**config.mk**
```make
export PLATFORM = sky130hd
export DESIGN_NAME = bcd_seq_converter
export DESIGN_NICKNAME = d
export VERILOG_FILES = /design/src/rtl/bcd_pkg.sv /design/src/rtl/bcd_add3.sv /design/src/rtl/bcd_seq_converter.sv
export SDC_FILE = /design/constraint.sdc
export NUM_CORES = 1
export LEC_CHECK = 0
export CORE_MARGIN = 4
export CORE_UTILIZATION = 52
export DETAILED_ROUTE_END_ITERATION = 6
export MAX_ROUTING_LAYER = met4
export PLACE_DENSITY = 0.75
export SLEW_MARGIN = 20
export SYNTH_ARGS = -nofsm -noshare
export SYNTH_HDL_FRONTEND = slang
export SYNTH_SLANG_ARGS = --single-unit
```
**constraint.sdc**
```tcl
create_clock -name clk -period 1.9 [get_ports clk]
set_input_delay 0.475 -clock clk [delete_from_list [all_inputs] [get_ports clk]]
set_output_delay 0.475 -clock clk [all_outputs]
set_load 0.02 [all_outputs]
```
**src/rtl/bcd_pkg.sv**
```systemverilog
// ---------------------------------------------------------------------------
// bcd_pkg
// Shared types and constants for the sequential binary-to-BCD converter.
//   bcd_digit_t : one 4-bit BCD digit
//   bcd_state_t : controller states IDLE -> SHIFT -> DONE
//   BCD_MAX     : largest value representable in four BCD digits
// ---------------------------------------------------------------------------
package bcd_pkg;

    typedef logic [3:0] bcd_digit_t;

    typedef enum logic [1:0] {
        IDLE  = 2'd0,
        SHIFT = 2'd1,
        DONE  = 2'd2
    } bcd_state_t;

    localparam logic [13:0] BCD_MAX = 14'd9999;

endpackage

```
**src/rtl/bcd_add3.sv**
```systemverilog
// ---------------------------------------------------------------------------
// bcd_add3
// Double-dabble correction cell. A digit of 5 or more is bumped by 3 so
// that the following left shift carries correctly into the next decade.
// Ports:
//   d : input work digit
//   q : corrected digit (d >= 5 ? d + 3 : d)
// ---------------------------------------------------------------------------
module bcd_add3
    import bcd_pkg::*;
(
    input  bcd_digit_t d,
    output bcd_digit_t q
);

    // Inputs never exceed 9, so the sum tops out at 12 and cannot wrap.
    assign q = (d >= 4'd5) ? (d + 4'd3) : d;

endmodule

```
**src/rtl/bcd_seq_converter.sv**
```systemverilog
// ---------------------------------------------------------------------------
// bcd_seq_converter
// Multi-cycle binary-to-BCD converter: one double-dabble iteration per clock,
// with valid/ready handshakes on the input and output sides. Only one
// conversion is in flight at a time.
// Parameters:
//   IN_W     : binary input width, 1..14
//   SATURATE : 1 = values above 9999 read as 9999, 0 = value mod 10000
// Ports:
//   clk, reset                : clock, synchronous active-high reset
//   in_valid, in_ready, in_bin: input handshake and binary value
//   out_valid, out_ready      : output handshake
//   thousands..ones           : registered BCD result digits
//   overflow                  : input exceeded 9999, valid with out_valid
// ---------------------------------------------------------------------------
module bcd_seq_converter
    import bcd_pkg::*;
#(
    parameter int IN_W     = 14,
    parameter bit SATURATE = 1'b1
) (
    input  logic            clk,
    input  logic            reset,
    input  logic            in_valid,
    output logic            in_ready,
    input  logic [IN_W-1:0] in_bin,
    output logic            out_valid,
    input  logic            out_ready,
    output logic [3:0]      thousands,
    output logic [3:0]      hundreds,
    output logic [3:0]      tens,
    output logic [3:0]      ones,
    output logic            overflow
);

    bcd_state_t      state;
    logic [3:0]      cnt;
    logic [IN_W-1:0] shreg;

    // Work digits; the ten-thousands digit only ever holds 0 or 1.
    bcd_digit_t w_ones;
    bcd_digit_t w_tens;
    bcd_digit_t w_hund;
    bcd_digit_t w_thou;
    logic [2:0] w_tth;

    // Corrected digits (after add-3) and the shifted next values.
    bcd_digit_t a_ones;
    bcd_digit_t a_tens;
    bcd_digit_t a_hund;
    bcd_digit_t a_thou;
    bcd_digit_t a_tth;
    bcd_digit_t tth_in;

    bcd_digit_t n_ones;
    bcd_digit_t n_tens;
    bcd_digit_t n_hund;
    bcd_digit_t n_thou;
    logic [2:0] n_tth;
    logic       n_ovf;
    logic       n_sat;

    assign tth_in = {1'b0, w_tth};

    bcd_add3 u_add3_ones (.d(w_ones), .q(a_ones));
    bcd_add3 u_add3_tens (.d(w_tens), .q(a_tens));
    bcd_add3 u_add3_hund (.d(w_hund), .q(a_hund));
    bcd_add3 u_add3_thou (.d(w_thou), .q(a_thou));
    bcd_add3 u_add3_tth  (.d(tth_in), .q(a_tth));

    // One double-dabble step: correct every digit, then shift the whole
    // chain left by one with the binary MSB entering the ones digit and each
    // digit's bit 3 rippling into the next decade. The final-step values are
    // also what the output registers capture, so the result is available the
    // cycle the last shift completes. Any bit that would leave the
    // ten-thousands digit is folded into the overflow flag.
    always_comb begin
        n_ones = {a_ones[2:0], shreg[IN_W-1]};
        n_tens = {a_tens[2:0], a_ones[3]};
        n_hund = {a_hund[2:0], a_tens[3]};
        n_thou = {a_thou[2:0], a_hund[3]};
        n_tth  = {a_tth[1:0],  a_thou[3]};
        n_ovf  = (n_tth != 3'd0) || (a_tth[3:2] != 2'b00);
        n_sat  = SATURATE && n_ovf;
    end

    // Controller, shift register, work digits and output registers.
    // IDLE accepts a value, SHIFT runs IN_W iterations counting cnt down to
    // zero, and the last SHIFT cycle loads the outputs as it enters DONE.
    // DONE holds everything until the consumer takes the result. Reset wins
    // over every handshake and aborts any conversion in progress.
    always_ff @(posedge clk) begin
        if (reset) begin
            state     <= IDLE;
            cnt       <= 4'd0;
            shreg     <= '0;
            w_ones    <= 4'd0;
            w_tens    <= 4'd0;
            w_hund    <= 4'd0;
            w_thou    <= 4'd0;
            w_tth     <= 3'd0;
            in_ready  <= 1'b1;
            out_valid <= 1'b0;
            thousands <= 4'd0;
            hundreds  <= 4'd0;
            tens      <= 4'd0;
            ones      <= 4'd0;
            overflow  <= 1'b0;
        end else begin
            case (state)
                IDLE: begin
                    if (in_valid) begin
                        shreg    <= in_bin;
                        w_ones   <= 4'd0;
                        w_tens   <= 4'd0;
                        w_hund   <= 4'd0;
                        w_thou   <= 4'd0;
                        w_tth    <= 3'd0;
                        cnt      <= 4'(IN_W - 1);
                        in_ready <= 1'b0;
                        state    <= SHIFT;
                    end
                end
                SHIFT: begin
                    shreg  <= shreg << 1;
                    w_ones <= n_ones;
                    w_tens <= n_tens;
                    w_hund <= n_hund;
                    w_thou <= n_thou;
                    w_tth  <= n_tth;
                    if (cnt == 4'd0) begin
                        state     <= DONE;
                        out_valid <= 1'b1;
                        overflow  <= n_ovf;
                        thousands <= n_sat ? 4'd9 : n_thou;
                        hundreds  <= n_sat ? 4'd9 : n_hund;
                        tens      <= n_sat ? 4'd9 : n_tens;
                        ones      <= n_sat ? 4'd9 : n_ones;
                    end else begin
                        cnt <= cnt - 4'd1;
                    end
                end
                DONE: begin
                    if (out_ready) begin
                        out_valid <= 1'b0;
                        in_ready  <= 1'b1;
                        state     <= IDLE;
                    end
                end
                default: begin
                    state     <= IDLE;
                    in_ready  <= 1'b1;
                    out_valid <= 1'b0;
                end
            endcase
        end
    end

endmodule

```
== Word-level counts from Yosys, hierarchy flattened ==
Index checks and enable logic that the tools add are counted.

* Multipliers: 0
* Shift operators: 0
* Equality and inequality tests: 6
* Magnitude comparators: 5
* Reductions and logical operators: 12
* Divide/modulo/power cells: 0
* Bitwise logic cells: 2
* Mux-type cells: 31
* Add/sub/neg operators: 6

{| class="wikitable"
|+ Operators by type and width
! kind !! count
|-
| $mux W4 || 12
|-
| $pmux W4 S2 || 5
|-
| $pmux W14 S2 || 1
|-
| $add A4 B2 Y4 const B || 4
|-
| $ge A4 B3 Y1 const B || 4
|-
| $mux W14 || 1
|-
| $reduce_and A3 Y1 || 4
|-
| $ne A2 B2 Y1 const B || 4
|-
| $mux W2 || 3
|-
| $pmux W1 S3 || 2
|-
| $pmux W2 S3 || 1
|-
| $pmux W3 S2 || 1
|-
| $add A3 B2 Y4 const B || 1
|-
| $logic_not A4 Y1 || 1
|-
| $mux W1 || 4
|-
| $reduce_and A2 Y1 || 2
|-
| $reduce_bool A2 Y1 || 2
|-
| $sub A4 B1 Y4 const B || 1
|-
| $ge A3 B3 Y1 const B || 1
|-
| $mux W3 || 1
|-
| $reduce_bool A3 Y1 || 1
|-
| $eq A2 B1 Y1 const B || 1
|-
| $eq A2 B2 Y1 const B || 1
|-
| $logic_not A2 Y1 || 1
|-
| 2 further kinds || 3
|}

* Output and inout port bits: 19
* Bits of input ports: 18
* Memory bits (writable): 0
* Bits in latches: 0
* Register bits after elaboration: 58
* Word-level logic and storage cells: 77
* Memories kept: 0
* Memory bits (read-only): 0

== Logic depth before layout (Yosys ltp) ==
* Word-level depth: 5
* Mapped depth: 7
* Gate-level depth less buffers: 6

== By module ==
A second synthesis with hierarchy kept.

* Cells, all modules: 318
* Area, all modules: 2815.2 µm²

{| class="wikitable"
|+ By module, submodules not included
! module !! cells an instance !! area an instance (µm²) !! instances !! sequential area each (µm²)
|-
| bcd_seq_converter || 238 || 2308.5 || 1 || 1161.1
|-
| bcd_add3 || 16 || 101.3 || 5 || 0.0
|}

== Worst setup path after synthesis ==
Ideal clock, no wire load.

* Path kind: register -> register
* From: register w_thou[1]
* To: register hundreds[1]
* Clock period less this slack: 1.641 ns
* Data required time: 1.833 ns
* Arrival time: 1.574 ns
* Path buffers: 1
* Setup slack: 0.259 ns
* Setup time: 0.067 ns
* Cell stages (with the launch flop): 8
* Cells stage by stage: dfxtp_1 inv_1 ha_1 nand2b_2 nor3b_4 or3_4 buf_6 o21ai_2

* Longest elaborated chain between the ends: 5
* Elaborated cells between the ends (all ways): 6
* Those cells by class: add/sub (1); order compare (1); mux (2); reduce/logical (2)

{| class="wikitable"
|+ Ends and longest elaborated chain
! item !! line !! text
|-
| start: declaration || bcd_seq_converter.sv:44 || <nowiki>bcd_digit_t w_thou;</nowiki>
|-
| start signal: assignment || bcd_seq_converter.sv:129 || <nowiki>w_thou <= n_thou;</nowiki>
|-
| $add A4 B2 Y4 / $ge A4 B3 Y1 (equally long branches) || bcd_add3.sv:17 || <nowiki>assign q = (d >= 4'd5) ? (d + 4'd3) : d;</nowiki>
|-
| $mux W4 (*) || bcd_add3.sv:17 ||
|-
| $reduce_bool A3 Y1 (*) || bcd_seq_converter.sv:83 || <nowiki>n_ovf = (n_tth != 3'd0) || (a_tth[3:2] != 2'b00);</nowiki>
|-
| $logic_or A1 B1 Y1 (*) || bcd_seq_converter.sv:83 ||
|-
| $mux W4 (*) || bcd_seq_converter.sv:136 || <nowiki>hundreds <= n_sat ? 4'd9 : n_hund;</nowiki>
|-
| end signal: assignment || bcd_seq_converter.sv:136 ||
|-
| end: declaration || bcd_seq_converter.sv:30 || <nowiki>output logic [3:0] hundreds,</nowiki>
|}

Every way passes the cells marked *; elsewhere a longest branch is shown, timed or not.
A chain may end at the register's enable or synchronous reset.

== Worst setup path in the final report ==
* From: register in_ready
* To: output in_ready

{| class="wikitable"
|+ RTL lines
! item !! line !! text
|-
| start: declaration || bcd_seq_converter.sv:25 || <nowiki>output logic in_ready,</nowiki>
|-
| start signal: assignment || bcd_seq_converter.sv:102 || <nowiki>in_ready <= 1'b1;</nowiki>
|-
| start signal: assignment || bcd_seq_converter.sv:120 || <nowiki>in_ready <= 1'b0;</nowiki>
|-
| start signal: assignment || bcd_seq_converter.sv:146 || <nowiki>in_ready <= 1'b1;</nowiki>
|}

No word-level cell between the ends.

==> metrics list <==
- The flow ran to the end, and the final reports show no timing, DRC or antenna violations.
- Comb pwr share: 0.180
- Design internal power: 0.00216 W
- The die covers 6960 sq um.
* Post-CTS setup buffer count: 0
- Antenna viol nets, final: 0
* Largest family of logic cells by synthesized area: simple AND/OR/NAND/NOR gates
- Num rows: 27
* Maximum VDD drop: 554 uV
* Port buffer count: 36
- Static timing analysis puts the maximum clock frequency at 554 MHz.
- Measured along the x axis, the die boundary spans 83.4 um.
* Post-cts hold buffer count: 0
- Cell class contributing the biggest share of worst-path delay: buffers and inverters
- After clock tree synthesis, the clock-pin slew on the worst setup and hold paths is 0.06 ns.
* Most used standard cells in the synthesized netlist: dfxtp_1, nand2_1, nor2_1, a21oi_1, nand3_1
- Arrival time at the worst endpoint: 1.33 ns
- The share of synthesized area in the top cell type comes to 0.392.
* Synth top area cells: dfxtp_1, a311oi_1, ha_1
- Number of cells upsized or downsized after cts: 0
* Instance count of the mapped netlist: 351
- For this block, the initial DRC count from the detailed router was 273.
* Number of enable flip-flop cells after synthesis: 0
- For the final routed database, the setup TNS stands at 0 ns.
- The critical path is of the reg -> out type.
- Number of warnings issued by yosys: 0
* Number of antenna violations at the first check in global routing: 0
- The total area inside the core boundary comes to 5510 sq um.
- Min Tclk post-route: 1.80 ns
* Critical-path top delay cell: clkdlybuf4s50_1
- Setup repair after global routing left no endpoint under its margin.
- Netlist area before placement: 2960 sq um
- Layout Nets: 421
- In this run the power density over the cells is 840 nW/um^2.
- Summed over all nets, the half-perimeter wirelength after detailed placement is 4.49 mm.
* Avg Vias per Cell: 5.71
- Actual slew at the worst max-slew pin: 0.487 ns
* Predominant post-synthesis flop cell: dfxtp_1
* DRC viols: 0
- Final setup violation count: 0
- Share of total power in sequential cells: 0.448
- The final number of hold-violating endpoints was 0.
* All-layer global routing usage: 0.205
- Of the total synthesized cell area, the portion taken by AND, OR, NAND and NOR gates is 0.254.
- Number of distinct standard cells referenced by the synthesized netlist: 45
- Number of flip-flops and latches in the synthesized netlist: 58
* Largest stage delay, worst path: 0.62 ns
- Multiplexer area fraction after synthesis: 0.00338
- The worst setup path is captured at a primary output.
- Number of max-slew violations in the final report: 0
- The first global-routing pass estimated 11.3 mm of wire.
- Overall Power: 0.00303 W
- The share of the Yosys chip area taken by registers is 0.392.
* Type of the most critical hold path: reg -> reg
- CTS placed an instance of clkbuf_8 at the clock tree root.
- Clock power share: 0.372
- In the synthesized netlist the async set-or-reset flop fraction comes to 0.
- Post-synthesis area per instance: 8.43 sq um
- Syn Nets: 380
- Net switching component of the power: 0.000876 W
- Counting along the longest clock path gives a buffer depth of 2.
- Worst rel slew slack: 0.674
- Number of global-route vias before repair: 2420
- Static leakage: 1.34 nW
- Summed over all instances, the cell type with the most area after synthesis is dfxtp_1.
- Clock skew on the completed layout was measured at 0.00883 ns.
* Total number of vias: 2674
- Of the total synthesized cell area, the portion taken by XOR and XNOR cells is 0.00296.
- Counting both buffers and inverters, the worst setup path holds a total of 1.
- Sinks on Clock Net: 58
- Overflow left after global routing: 0
* Routed WL per cell: 14.6 um
- Number of antenna cells inserted: 0
- Pre-antenna DRT Iters: 4
* Initial Utilization: 0.537
- Across the run, the number of max-cap violations was 0.
- Ratio of cells with drive above 1 in the final layout: 0.136
- Of the total power, the share spent switching nets is 0.289.
* Fin crit share: 0.950
* Num ports: 37
* Inserted Clock Buffers: 9
* Launching element type of the critical path: flop
- TritonCTS clock tree: yes
- Dominant cell by count in the synthesized netlist: dfxtp_1
- Maximum number of pins on one net before global-route repair: 30
- Post-synthesis share of cell area spent on full adders, half adders and majority gates: 0.0465
- Wire length after detailed routing: 6.82 mm
- Required time of the critical path: 1.42 ns
- The compound-gate portion of the synthesized area was 0.232.
* Final Wtd Congestion: 0.877
- From bottom edge to top edge, the die measures 83.4 um.
- Compared with the post-synthesis result, the final layout area differs by 22.0%.
- Source-to-sink clock delay at the later pin of the worst-skew pair: 0.34 ns
* Layout fillers: 459
- The signal on the critical path passes through clkdlybuf4s50_1.
- In this run the number of H-tree levels came out at 3.
- Highest fanout seen on the critical path: 3
cells by family (layout without fill, tap and decap cells):
logic type | Yosys count | count (layout)
multiplexers | 1 | 1
flip-flops | 58 | 58
AND/OR/NAND/NOR | 144 | 145
XOR/XNOR | 1 | 1
buffers and inverters | 38 | 82
AO/OA/AOI/OAI | 98 | 98
adder cells (fa/ha/maj) | 11 | 11
power groups by stage:
stage / logic [W] / registers [W] / clock network, W
floorplan: 0.000325 / 0.00140 / 0
global placement: 0.000524 / 0.00138 / 0
detailed placement: 0.000533 / 0.00138 / 0
CTS: 0.000536 / 0.00136 / 0.00115
global route: 0.000600 / 0.00137 / 0.00122
finish: 0.000547 / 0.00136 / 0.00113
worst paths after layout:
| kind | end | from | slack (ns) | cells past startpoint |
|---|---|---|---|---|
| max | in_ready | in_ready | 0.1 | 1 |
| min | tens[2] | tens[2] | 0.47 | 2 |
| max reg2reg | hundreds[2] | cnt[0] | 0.12 | 6 |
| min reg2reg | tens[2] | tens[2] | 0.47 | 2 |
sequential cells by signal (all words and copies together), names as in the netlist:
register   count
overflow       1
w_hund         4
w_ones         4
shreg         14
w_tens         4
w_thou         4
thousands      4
cnt            4
tens           4
out_valid      1
hundreds       4
in_ready       1
ones           4
state          2
w_tth          3
layout make-up:
cell class                      instances  area [sq um]  share of cell area
Clock inverter                          5          55.1              0.0152
Clock buffer                           10           138              0.0381
Timing Repair Buffer                   53           500               0.139
Sequential cell                        58          1160               0.322
Multi-Input combinational cell        256          1610               0.447
Tap cell                               72          90.1              0.0249
Inverter                               14          52.6              0.0146
stage by stage:
| step | instance area (sq um) | utilization | hold slack (ns) | setup WS, ns | cells |
|---|---|---|---|---|---|
| global placement | 3400 | 0.618 | 0.458 | 0.0891 | 452 |
| floorplan | 2960 | - | 0.446 | 0.259 | 351 |
| CTS | 3590 | 0.653 | 0.471 | 0.0758 | 467 |
| finish | 3610 | 0.656 | 0.469 | 0.0950 | 468 |
| detailed placement | 3400 | 0.618 | 0.463 | 0.0431 | 452 |
| global route | 3610 | 0.656 | 0.485 | 0.0229 | 468 |
cell usage in the layout (no fill, tap or decap), drive strengths merged, types with 4 or more instances in the layout:
cell,n
dfxtp,58
nand2,36
clkdlybuf4s50,36
nor2,34
a21oi,25
nand3,24
o21ai,24
a311oi,19
buf,17
inv,13
and2,12
ha,11
clkbuf,10
nor3b,10
nor3,9
a31oi,8
nand4,8
a211o,8
a211oi,5
nand2b,5
a32oi,4
or3,4
routing by layer:
layer / global-route usage / up-vias / wire (um)
li1: - / 1363 / -
met1: 0.253 / 1234 / 3150
met2: 0.319 / 62 / 3170
met3: 0.0516 / 15 / 355
met4: 0.0877 / 0 / 138
met5: - / - / 0
Note: power is estimated with default switching activity, not from simulation.
